<file path="config.mk">
export PLATFORM = sky130hd
export DESIGN_NAME = coef_hex_tx_flat
export DESIGN_NICKNAME = d
export VERILOG_FILES = /design/src/rtl/coef_hex_tx_if.sv /design/src/rtl/coef_hex_tx.sv /design/src/flat_wrapper.sv
export SDC_FILE = /design/constraint.sdc
export NUM_CORES = 1
export LEC_CHECK = 0
export ABC_AREA = 1
export CORE_ASPECT_RATIO = 0.75
export CORE_MARGIN = 2
export CORE_UTILIZATION = 45
export CTS_BUF_LIST = sky130_fd_sc_hd__clkbuf_2 sky130_fd_sc_hd__clkbuf_4 sky130_fd_sc_hd__clkbuf_8
export DETAILED_ROUTE_END_ITERATION = 16
export PLACE_DENSITY = 0.65
export SLEW_MARGIN = 40
export SYNTH_ARGS = -nofsm -noshare
export SYNTH_HDL_FRONTEND = slang
export SYNTH_SLANG_ARGS = --single-unit
</file>
<file path="constraint.sdc">
create_clock -name CLK -period 1.85 [get_ports CLK]
set_input_delay 0.2775 -clock CLK [delete_from_list [all_inputs] [get_ports CLK]]
set_output_delay 0.2775 -clock CLK [all_outputs]
set_load 0.03 [all_outputs]
</file>
<file path="src/rtl/coef_hex_tx_if.sv">
`timescale 1ns/1ps
// coef_hex_tx_if
// Strobe/acknowledge byte or word channel shared by the coefficient producer
// side and the UART transmitter side of coef_hex_tx.
//   stb : strobe from the sender, held with dat until acknowledged
//   dat : payload, W bits wide
//   ack : one-cycle acknowledge from the receiver
// modport master : the side that sends (drives stb/dat, samples ack)
// modport slave  : the side that receives (samples stb/dat, drives ack)
interface coef_hex_tx_if #(
   parameter int unsigned W = 8
) ();
   logic         stb;
   logic [W-1:0] dat;
   logic         ack;

   modport master (output stb, output dat, input  ack);
   modport slave  (input  stb, input  dat, output ack);
endinterface

</file>
<file path="src/rtl/coef_hex_tx.sv">
`timescale 1ns/1ps
// coef_hex_tx
// Formatter placed in front of the UART transmitter. Each 16-bit coefficient
// taken from the producer is rendered as four uppercase ASCII hex digits,
// most significant nibble first, followed by a space, or by CR LF when the
// word is the last one of a WORDS_PER_LINE-word text line.
// Ports:
//   CLK   : system clock, rising edge
//   RSTn  : asynchronous active-low reset
//   src   : coefficient input channel (slave), dat is 16 bits;
//           src.ack pulses for one cycle when the word is captured
//   uart  : character output channel (master), dat is 8 bits;
//           uart.stb holds until uart.ack is seen, then drops for one cycle
//   BUSY  : high while a word is being emitted
// All outputs are registered; no input reaches an output combinationally.
module coef_hex_tx #(
   parameter int unsigned WORDS_PER_LINE = 8
) (
   input  logic          CLK,
   input  logic          RSTn,
   coef_hex_tx_if.slave  src,
   coef_hex_tx_if.master uart,
   output logic          BUSY
);

   localparam logic [7:0] LAST_COL = 8'(WORDS_PER_LINE - 1);

   localparam logic [7:0] CH_SPACE = 8'h20;
   localparam logic [7:0] CH_CR    = 8'h0D;
   localparam logic [7:0] CH_LF    = 8'h0A;

   typedef enum logic [1:0] {
      IDLE,
      SEND,
      GAP
   } state_t;

   state_t      state;
   logic [15:0] word;
   logic [2:0]  idx;
   logic [7:0]  cnt;
   logic        ack_r;
   logic        stb_r;
   logic [7:0]  dat_r;

   logic        at_eol;
   logic [7:0]  next_char;

   function automatic logic [7:0] hex_char(input logic [3:0] nib);
      if (nib < 4'd10) begin
         return 8'h30 + {4'h0, nib};
      end else begin
         // 0x37 + 10 = 'A'
         return 8'h37 + {4'h0, nib};
      end
   endfunction

   // Current word closes the line: its separator is CR and an LF follows.
   assign at_eol = (cnt == LAST_COL);

   // Character that follows the one at idx; consumed only in GAP.
   always_comb begin
      next_char = '0;
      case (idx)
         3'd0:    next_char = hex_char(word[11:8]);
         3'd1:    next_char = hex_char(word[7:4]);
         3'd2:    next_char = hex_char(word[3:0]);
         3'd3:    next_char = at_eol ? CH_CR : CH_SPACE;
         default: next_char = CH_LF;
      endcase
   end

   always_ff @(posedge CLK or negedge RSTn) begin
      if (!RSTn) begin
         state <= IDLE;
         word  <= '0;
         idx   <= '0;
         cnt   <= '0;
         ack_r <= 1'b0;
         stb_r <= 1'b0;
         dat_r <= '0;
      end else begin
         ack_r <= 1'b0;
         case (state)
            IDLE: begin
               if (src.stb) begin
                  word  <= src.dat;
                  ack_r <= 1'b1;
                  idx   <= '0;
                  stb_r <= 1'b1;
                  // first digit comes straight from the bus: word is not loaded yet
                  dat_r <= hex_char(src.dat[15:12]);
                  state <= SEND;
               end
            end

            SEND: begin
               if (uart.ack) begin
                  stb_r <= 1'b0;
                  state <= GAP;
               end
            end

            GAP: begin
               if (idx < 3'd4) begin
                  idx   <= idx + 3'd1;
                  stb_r <= 1'b1;
                  dat_r <= next_char;
                  state <= SEND;
               end else if (idx == 3'd4) begin
                  if (at_eol) begin
                     idx   <= 3'd5;
                     stb_r <= 1'b1;
                     dat_r <= CH_LF;
                     state <= SEND;
                  end else begin
                     cnt   <= cnt + 8'd1;
                     state <= IDLE;
                  end
               end else begin
                  cnt   <= '0;
                  state <= IDLE;
               end
            end

            default: state <= IDLE;
         endcase
      end
   end

   assign src.ack  = ack_r;
   assign uart.stb = stb_r;
   assign uart.dat = dat_r;
   assign BUSY     = (state != IDLE);

endmodule

</file>
<file path="src/flat_wrapper.sv">
// flat-port wrapper written by rule: the top's interface ports become plain ports
module coef_hex_tx_flat 
#(
   parameter int unsigned WORDS_PER_LINE = 8
)
  (CLK, RSTn, BUSY, src_stb, src_dat, src_ack, uart_stb, uart_dat, uart_ack);
  coef_hex_tx_if #(.W(16)) src_i ();
  coef_hex_tx_if #(.W(8)) uart_i ();
  input  logic CLK;
  input  logic RSTn;
  output logic BUSY;
  input wire logic [$bits(src_i.stb)-1:0] src_stb;
  input wire logic [$bits(src_i.dat)-1:0] src_dat;
  output wire logic [$bits(src_i.ack)-1:0] src_ack;
  output wire logic [$bits(uart_i.stb)-1:0] uart_stb;
  output wire logic [$bits(uart_i.dat)-1:0] uart_dat;
  input wire logic [$bits(uart_i.ack)-1:0] uart_ack;
  assign src_i.stb = src_stb;
  assign src_i.dat = src_dat;
  assign src_ack = src_i.ack;
  assign uart_stb = uart_i.stb;
  assign uart_dat = uart_i.dat;
  assign uart_i.ack = uart_ack;
  coef_hex_tx #(.WORDS_PER_LINE(WORDS_PER_LINE)) u_core (.CLK(CLK), .RSTn(RSTn), .src(src_i), .uart(uart_i), .BUSY(BUSY));
endmodule
</file>
==> Word-level counts from Yosys, hierarchy flattened <==
Index checks and enable logic that the tools add are counted.
{ "op_classes": {"n_addsub": 10, "order_cmp": 5, "n_eq_ne": 12, "muxes": 32, "bitwise": 1, "n_reduce_logical": 10} }
{ "op_table": {"columns": ["cell", "count"], "rows": [
  ["$mux W8", 10],
  ["$add A6 B4 Y7 const A", 8],
  ["$pmux W8 S4", 1],
  ["$lt A4 B4 Y1 const B", 4],
  ["$pmux W8 S2", 1],
  ["$mux W3", 4],
  ["$mux W1", 9],
  ["$add A8 B1 Y8 const B", 1],
  ["$eq A8 B3 Y1 const B", 1],
  ["$eq A3 B2 Y1 const B", 2],
  ["$mux W2", 3],
  ["$mux W6", 1],
  ["$ne A2 B2 Y1 const B", 3],
  ["$ne A3 B1 Y1 const B", 2],
  ["$pmux W2 S3", 1],
  ["$pmux W3 S2", 1],
  ["$reduce_and A5 Y1", 1],
  ["$reduce_and A2 Y1", 2],
  ["$reduce_and A4 Y1", 1],
  ["$reduce_bool A2 Y1", 2],
  ["$add A3 B1 Y3 const B", 1],
  ["$eq A3 B1 Y1 const B", 1],
  ["$eq A3 B3 Y1 const B", 1],
  ["$logic_not A3 Y1", 1],
  ["other kinds (8)", 8]
]} }
{ "word_totals": {"ff_bits": 35, "input_bits": 20, "wordCells": 77} }

==> Depth between registers and ports, before layout <==
Gate-level depths: netlist (run 1).
{ "depth": {"depth_word": 5, "depth_mapped": 12} }

==> Least setup slack after synthesis (run 1) <==
Ideal clock, no wire load.
{ "synth_path": {"kind": "reg2reg", "startpoint": "register u_core.idx[0]", "endpoint": "register u_core.dat_r[0] (netlist: u_core.uart.dat[0])", "setup_time_ns": 0.126, "arrival_ns": 1.336, "t_required_ns": 1.724, "slack_ns": 0.388, "stages_incl_launch_ff": 11, "n_path_buf": 1, "synth_period_minus_slack_ns": 1.462, "cell_sequence": "dfrtp_1 -> inv_1 -> ha_1 -> nand2_1 -> inv_2 -> nand2_2 -> nand3_2 -> nand2_2 -> buf_6 -> nor2_4 -> a21oi_2"} }
{ "synth_between": {"elab_chain_cells": 4, "word_cells_on_any_way": 12, "classes_between": "order compare: 1; eq/ne: 6; mux: 3; reduce/logical: 2"} }
{ "synth_rtl": {"columns": ["element", "line_no", "source"], "rows": [
  ["from (decl)", "coef_hex_tx.sv:40", "logic [2:0] idx;"],
  ["from (signal assigned)", "coef_hex_tx.sv:106", "idx <= idx + 3'd1;"],
  ["$eq A3 B2 Y1, or another cell as far along", "coef_hex_tx.sv:64", "case (idx)"],
  ["$pmux W8 S4", "coef_hex_tx.sv:64", null],
  ["$mux W8", "coef_hex_tx.sv:105", "if (idx < 3'd4) begin"],
  ["$pmux W8 S2", "coef_hex_tx.sv:84", "case (state)"],
  ["to (signal assigned)", "coef_hex_tx.sv:92", "dat_r <= hex_char(src.dat[15:12]);"],
  ["to (signal assigned)", "coef_hex_tx.sv:108", "dat_r <= next_char;"],
  ["to (decl)", "coef_hex_tx.sv:44", "logic [7:0] dat_r;"]
]} }
Several ways; a longest one is shown, not always the timed one.
A chain may end at the register's enable or synchronous reset.

==> Final worst setup path (run 1) <==
{ "layout_path": {"startpoint": "register u_core.idx[0]", "endpoint": "register u_core.dat_r[6] (netlist: u_core.uart.dat[6])"} }
The elaborated chain is that of the path after synthesis.

==> results of run 1 <==
==> logic make-up (layout without fill, tap and decap cells) <==
kind of cell | Yosys count | after routing
XOR/XNOR | 3 | 3
AO/OA/AOI/OAI | 45 | 45
flip-flops | 34 | 34
adder cells (fa/ha/maj) | 9 | 9
buffers and inverters | 48 | 85
AND/OR/NAND/NOR | 163 | 163
other | 1 | 1
==> per-layer routing <==
layer / track usage (%) / up-vias / share of wire, %
li1: - / 1031 / -
met1: 28.97 / 884 / 52
met2: 28.20 / 51 / 40
met3: 5.168 / 7 / 6.8
met4: 5.444 / 0 / 1.1
met5: 0 / - / 0
==> timing repair <==
action / CTS / global route
resized for setup: 0 / 2
buffers inserted: 0 / 0
hold endpoints to repair: 0 / 0
endpoints found under the setup margin: 0 / 3
==> where the power goes <==
group	internal (W)	leakage, nW	switching (W)
Sequential	0.00100	0.435	0.000172
Clock	0.000315	0.0517	0.000284
Combinational	0.000687	0.851	0.00125
==> layout by cell type, fill, tap and decap left out, types with 2 or more instances in the layout <==
master,instances
nor3_1,4
nor2_2,2
nor2_1,24
inv_2,4
nand2_2,2
o21ai_0,30
buf_4,5
clkbuf_8,6
nor2_4,2
or2_2,2
nand2_1,93
a21oi_1,6
nand3_1,29
nand4_1,3
xor2_1,2
o21ai_1,2
dfrtp_1,34
inv_1,39
clkdlybuf4s50_1,28
o21ai_2,2
ha_1,9
==> how the worst max path moves through the flow <==
stage | start | end | slack, ps | cells after the start
final | u_core.idx[0] | u_core.uart.dat[6] | 160 | 10
after global routing | u_core.idx[0] | u_core.uart.dat[6] | 10 | 10
after CTS | u_core.state[0] | BUSY | 60 | 3
after detailed placement | u_core.idx[0] | u_core.uart.dat[6] | 150 | 8
after global placement | src_dat[13] | u_core.uart.dat[4] | 180 | 7
after floorplan | u_core.idx[0] | u_core.uart.dat[0] | 390 | 10
==> cell type report <==
cell class | instances | area (µm²)
flip-flops and latches | 34 | 850.8
clock inverters | 1 | 5.005
inverters | 43 | 161.4
repair buffers | 34 | 330.3
fillers | 434 | 1914
clock buffers | 7 | 90.09
well taps | 57 | 71.32
multi-input cells | 221 | 1096
==> cells in the mapped netlist (3+ instances only) <==
cell     instances  share of area, %
nor3_1           4              0.93
nand4_1          3              0.88
o21ai_0         30               7.0
dfrtp_1         34                40
nand2_1         93                16
nor2_1          25               4.4
nand3_1         29               6.8
a21oi_1          6               1.4
ha_1             9               5.3
inv_1           39               6.8
inv_2            4              0.70
==> sequential cells by signal, indices dropped and copies added, names as in the netlist <==
| signal | flops |
|---|---|
| u_core.src.ack | 1 |
| u_core.state | 2 |
| u_core.uart.dat | 7 |
| u_core.idx | 3 |
| u_core.cnt | 8 |
| u_core.word | 12 |
| u_core.uart.stb | 1 |
==> through the flow <==
step | cell area [µm²] | setup slack [ps] | instances | utilization (%) | hold WS [ps]
finish | 2605 | 163.4 | 397 | 57.64 | 394.9
global route | 2605 | 13.27 | 397 | 57.64 | 446.4
CTS | 2600 | 58.65 | 397 | 57.53 | 423.8
detailed placement | 2505 | 153.6 | 389 | 55.43 | 461.9
global placement | 2505 | 183.4 | 389 | 55.43 | 463.0
floorplan | 2142 | 388.1 | 303 | - | -18.09
==> worst max-delay path, delay by kind of cell (launching register included) <==
kind / cells / cell delay, ps
and+or+nand+nor: 5 / 630
DFF: 1 / 410
buffers and inverters: 3 / 240
adders and majority gates: 1 / 240
AOI/OAI and AO/OA: 1 / 50
==> results.json, run 1 <==
{
  "total_via_count_after_detailed_routing": 1973,
  "root_buffer": "clkbuf_8",
  "r2r.worst_path.cells": 10,
  "finClkSkew_ps": 11.69,
  "finalHoldViolCount": 0,
  "peakVddDrop_uv": 702.3,
  "leakage_nw": 1.338,
  "clock_insertion_delay_worst_skew_ps": 290,
  "detailed_place_hpwl_um": 3520,
  "grt_overflow_total": 0,
  "synth-seq-area-share_pct": 39.72,
  "cp.required_ps": 2030,
  "yosys_warnings": 0,
  "place.port_buffers": 29,
  "crit_path_end_kind": "flip-flop",
  "antenna-diode-count": 0,
  "maximum_number_of_pins_on_one_net_before_global_route_repair": 35,
  "critical_path_arrival_ps": 1860,
  "nNetsFinal": 368,
  "timing.max_cap.violations": 0,
  "clock_path_buffers": 2,
  "clock_tree.htree_level_count": 2,
  "power_density_mw_per_mm2": 1424,
  "vias_per_cell": 4.970,
  "simple_logic_cell_fraction_of_the_synthesized_area_pct": 32.59,
  "areaGrowthSynthToFinish_pct": 21.61,
  "reg2reg_from": "u_core.idx[0]",
  "fp.dieH_um": 63.75,
  "fmax_mhz": 592.9,
  "result_of_the_run": "complete, no violations",
  "overall_routing_resource_usage_pct": 19.56,
  "grt_antenna_before_repair": 0,
  "min_path_type": "in -> async",
  "synth.avg_cell_area_um2": 7.069,
  "wire_per_inst_um": 11.99,
  "synth_fp_nets": 332,
  "cts_buffers": 5,
  "final.period_utilization_pct": 91.17,
  "critical_path.reg2reg.endpoint": "u_core.uart.dat[6]",
  "synth.distinct_cells": 30,
  "synth.mux.area_fraction_pct": 0,
  "regToRegSetupSlack_ps": 160,
  "timing.critical_path.slowest_cell_delay_ps": 410,
  "dieWidth_um": 83.67,
  "grt_pass1_wl_um": 8355,
  "worstSetupPathType": "reg -> reg",
  "unrepaired_setup_endpoints_after_global_routing": "no",
  "critical_path_cell_by_cell": "inv_1, ha_1, nand2_1, inv_2, nand2_2, nand3_2, nand2_2, inv_2, nor2_1, a21oi_1",
  "first_global_vias": 1810,
  "synth_area_in_compound_gates_pct": 11.80,
  "drt_first_iter_violations": 138,
  "initial_utilization_pct": 47.40,
  "routed_wirelength_um": 4762,
  "firstDrtPassIters": 4,
  "drive_above_1_share_pct": 9.118,
  "worst-path-max-fanout": 12,
  "clock_sinks": 34,
  "boundaryPins": 31,
  "cts_tree": "built",
  "yosys.area_share.adder_pct": 5.257,
  "mappedNetlistArea_mm2": 0.002142,
  "finalSetupViolCount": 0,
  "setup_crit_start_kind": "flip-flop",
  "synth.ff_latch_count": 34,
  "xor_and_xnor_fraction_of_the_mapped_netlist_area_pct": 1.227,
  "design.die.area_mm2": 0.005334,
  "routability_driven_placement_congestion_ratio": 0.9168,
  "synthFlopType": "dfrtp_1",
  "totalNegativeSetupSlack_ps": 0,
  "post-route-min-period_ps": 1687,
  "total_power_w": 0.003709,
  "drt_drc_violations_left": 0,
  "instance_count_of_the_mapped_netlist": 303,
  "cpMaxStageDelayCell": "dfrtp_1",
  "site_rows": 21,
  "clk_pin_slew_ps": 80,
  "drv_slew": 0,
  "dominant_combinational_cell_family_by_area_after_synthesis": "simple AND/OR/NAND/NOR gates",
  "final_antenna_net_count": 0,
  "synth_enable_flop_cells": 0,
  "coreArea_mm2": 0.004519,
  "cts_hold_buf": 0,
  "postSynth.asyncResetShare_pct": 100.0
}
Note: power is estimated with default switching activity, not from simulation.
==> run 2, diff against run 1 <==
--- a/config.mk
+++ b/config.mk
@@ -10,6 +10,7 @@
 export CORE_MARGIN = 2
 export CORE_UTILIZATION = 45
 export CTS_BUF_LIST = sky130_fd_sc_hd__clkbuf_2 sky130_fd_sc_hd__clkbuf_4 sky130_fd_sc_hd__clkbuf_8
+export CTS_CLUSTER_SIZE = 30
 export DETAILED_ROUTE_END_ITERATION = 16
 export PLACE_DENSITY = 0.65
 export SLEW_MARGIN = 40
==> results of run 2 <==
No change in the layout: final DEF, timing and power equal those of run 1.
==> run 3, diff against run 2 <==
==> constraint.sdc (replaced) <==
create_clock -name CLK -period 1.85 [get_ports CLK]
set_input_delay 0.2775 -clock CLK [delete_from_list [all_inputs] [get_ports CLK]]
set_output_delay 0.2775 -clock CLK [all_outputs]
set_load 0.05 [all_outputs]
==> run 3 against run 2 <==
Net effect: critical endpoint is now uart_dat[0]; combinational power is 8% higher; count of clock-buffer cells in the layout stayed put; total power rose by 4.0%.
==> results.json, run 3 (synthesized netlist as in run 1, its figures left out) <==
{
  "result_of_the_run": "complete, no violations",
  "slew_at_the_pin_closest_to_its_max_slew_limit_ps": 498.6,
  "nNetsFinal": 368,
  "cp.required_ps": 1570,
  "routed_wirelength_um": 4732,
  "cp_top_family": "buffers and inverters",
  "cts_buffers": 5,
  "cts_hold_buf": 0,
  "largest_register_ffs": 12,
  "routability_driven_placement_congestion_ratio": 0.9159,
  "worst-path-max-fanout": 2,
  "drt_first_iter_violations": 126,
  "overall_routing_resource_usage_pct": 19.56,
  "totalNegativeSetupSlack_ps": 0,
  "timing.critical_path.slowest_cell_delay_ps": 810,
  "detailed_place_hpwl_um": 3615,
  "crit_buf_inv": 1,
  "drt_drc_violations_left": 0,
  "critical_path_arrival_ps": 1470,
  "boundaryPins": 31,
  "root_buffer": "clkbuf_8",
  "crit_path_end_kind": "output port",
  "layout.filler_cells": 429,
  "fmax_mhz": 573.1,
  "post-route-min-period_ps": 1745,
  "dieWidth_um": 83.67,
  "timing.slew.headroom_pct": 66.65,
  "clk_pin_slew_ps": 80,
  "critical_path_cell_by_cell": "clkdlybuf4s50_1",
  "coreArea_mm2": 0.004519,
  "antenna-diode-count": 0,
  "largest_register_by_flop_count": "u_core.word",
  "multi_input_area_mm2": 0.001096,
  "unrepaired_setup_endpoints_after_global_routing": "no",
  "min_path_type": "in -> async",
  "final_antenna_net_count": 0,
  "grt_pass1_wl_um": 8383,
  "final_common_cell": "nand2_1",
  "cts_tree": "built",
  "clock_sinks": 34,
  "cpMaxStageDelayCell": "clkdlybuf4s50_1",
  "drive_above_1_share_pct": 9.412,
  "finalSetupViolCount": 0,
  "clock_tree.htree_level_count": 2,
  "vias_per_cell": 4.992,
  "areaGrowthSynthToFinish_pct": 21.38,
  "firstDrtPassIters": 4,
  "regToRegSetupSlack_ps": 170,
  "initial_utilization_pct": 47.40,
  "seqCellArea_um2": 850.8,
  "total_power_w": 0.003855,
  "peakVddDrop_uv": 839.5,
  "design.die.area_mm2": 0.005334,
  "place.port_buffers": 29,
  "final.period_utilization_pct": 94.32,
  "setup_crit_start_kind": "flip-flop",
  "first_global_vias": 1856,
  "wire_per_inst_um": 11.92,
  "finClkSkew_ps": 8.120,
  "clock_path_buffers": 2,
  "grt_antenna_before_repair": 0,
  "clock_insertion_delay_worst_skew_ps": 290,
  "power_density_mw_per_mm2": 1483,
  "site_rows": 21,
  "mostFrequentLayoutCells": "nand2_1, inv_1, dfrtp_1",
  "post_place_cell_area_mm2": 0.002502,
  "total_via_count_after_detailed_routing": 1982,
  "grt_overflow_total": 0,
  "worstSetupPathType": "reg -> out",
  "leakage_nw": 1.330,
  "timing.max_cap.violations": 0,
  "drv_slew": 0,
  "finalInstanceArea_mm2": 0.002600,
  "maximum_number_of_pins_on_one_net_before_global_route_repair": 35,
  "finalHoldViolCount": 0,
  "fp.dieH_um": 63.75
}
-- run 3: cell types whose count changed in the layout (fill, tap and decap cells not counted), sizes merged --
cell	previous run	this run
buf	5	6
dlymetal6s2s	1	0
-- run 3: worst paths after layout --
path / start / to / cells past startpoint
max reg2reg: u_core.idx[0] / u_core.uart.dat[6] / 10
max in group asynchronous: RSTn / u_core.uart.stb / 2
min in group CLK: u_core.uart.stb / u_core.uart.stb / 2
min: RSTn / u_core.idx[1] / 2
max: u_core.uart.dat[0] / uart_dat[0] / 1
min reg2reg: u_core.uart.stb / u_core.uart.stb / 2
-- run 3: final cells by class --
| class | count | share of cell area, % |
|---|---|---|
| timing repair buffer | 34 | 12.51 |
| clock inverter | 1 | 0.1925 |
| sequential | 34 | 32.72 |
| multi-input combinational | 221 | 42.16 |
| clock buffer | 7 | 3.465 |
| tap | 57 | 2.743 |
| inverter | 43 | 6.208 |
-- run 3: layer usage --
layer,vias up,GRT usage (%),part of all wire [%]
li1,1032,-,-
met4,0,4.637,0.70
met2,49,28.50,40
met1,895,29.11,53
met5,-,0,0
met3,6,5.168,5.9
-- run 3: timing repair --
item | in CTS | in global routing
setup endpoints to repair | 0 | 3
gates resized for setup | 0 | 1
setup buffers | 0 | 0
-- run 3: where the power goes --
part	switching [W]	leakage [nW]	internal, W
clock network	0.000271	0.0517	0.000315
registers	0.000172	0.435	0.00100
logic	0.00141	0.844	0.000685
-- run 3: through the flow --
stage	utilization (%)	hold WS [ps]	instances	setup slack, ps
floorplan	-	-18.09	303	387.0
global placement	55.37	463.0	389	184.8
detailed placement	55.37	461.9	389	152.8
CTS	57.48	413.3	397	97.86
global route	57.53	439.4	397	12.26
finish	57.53	400.2	397	105.0
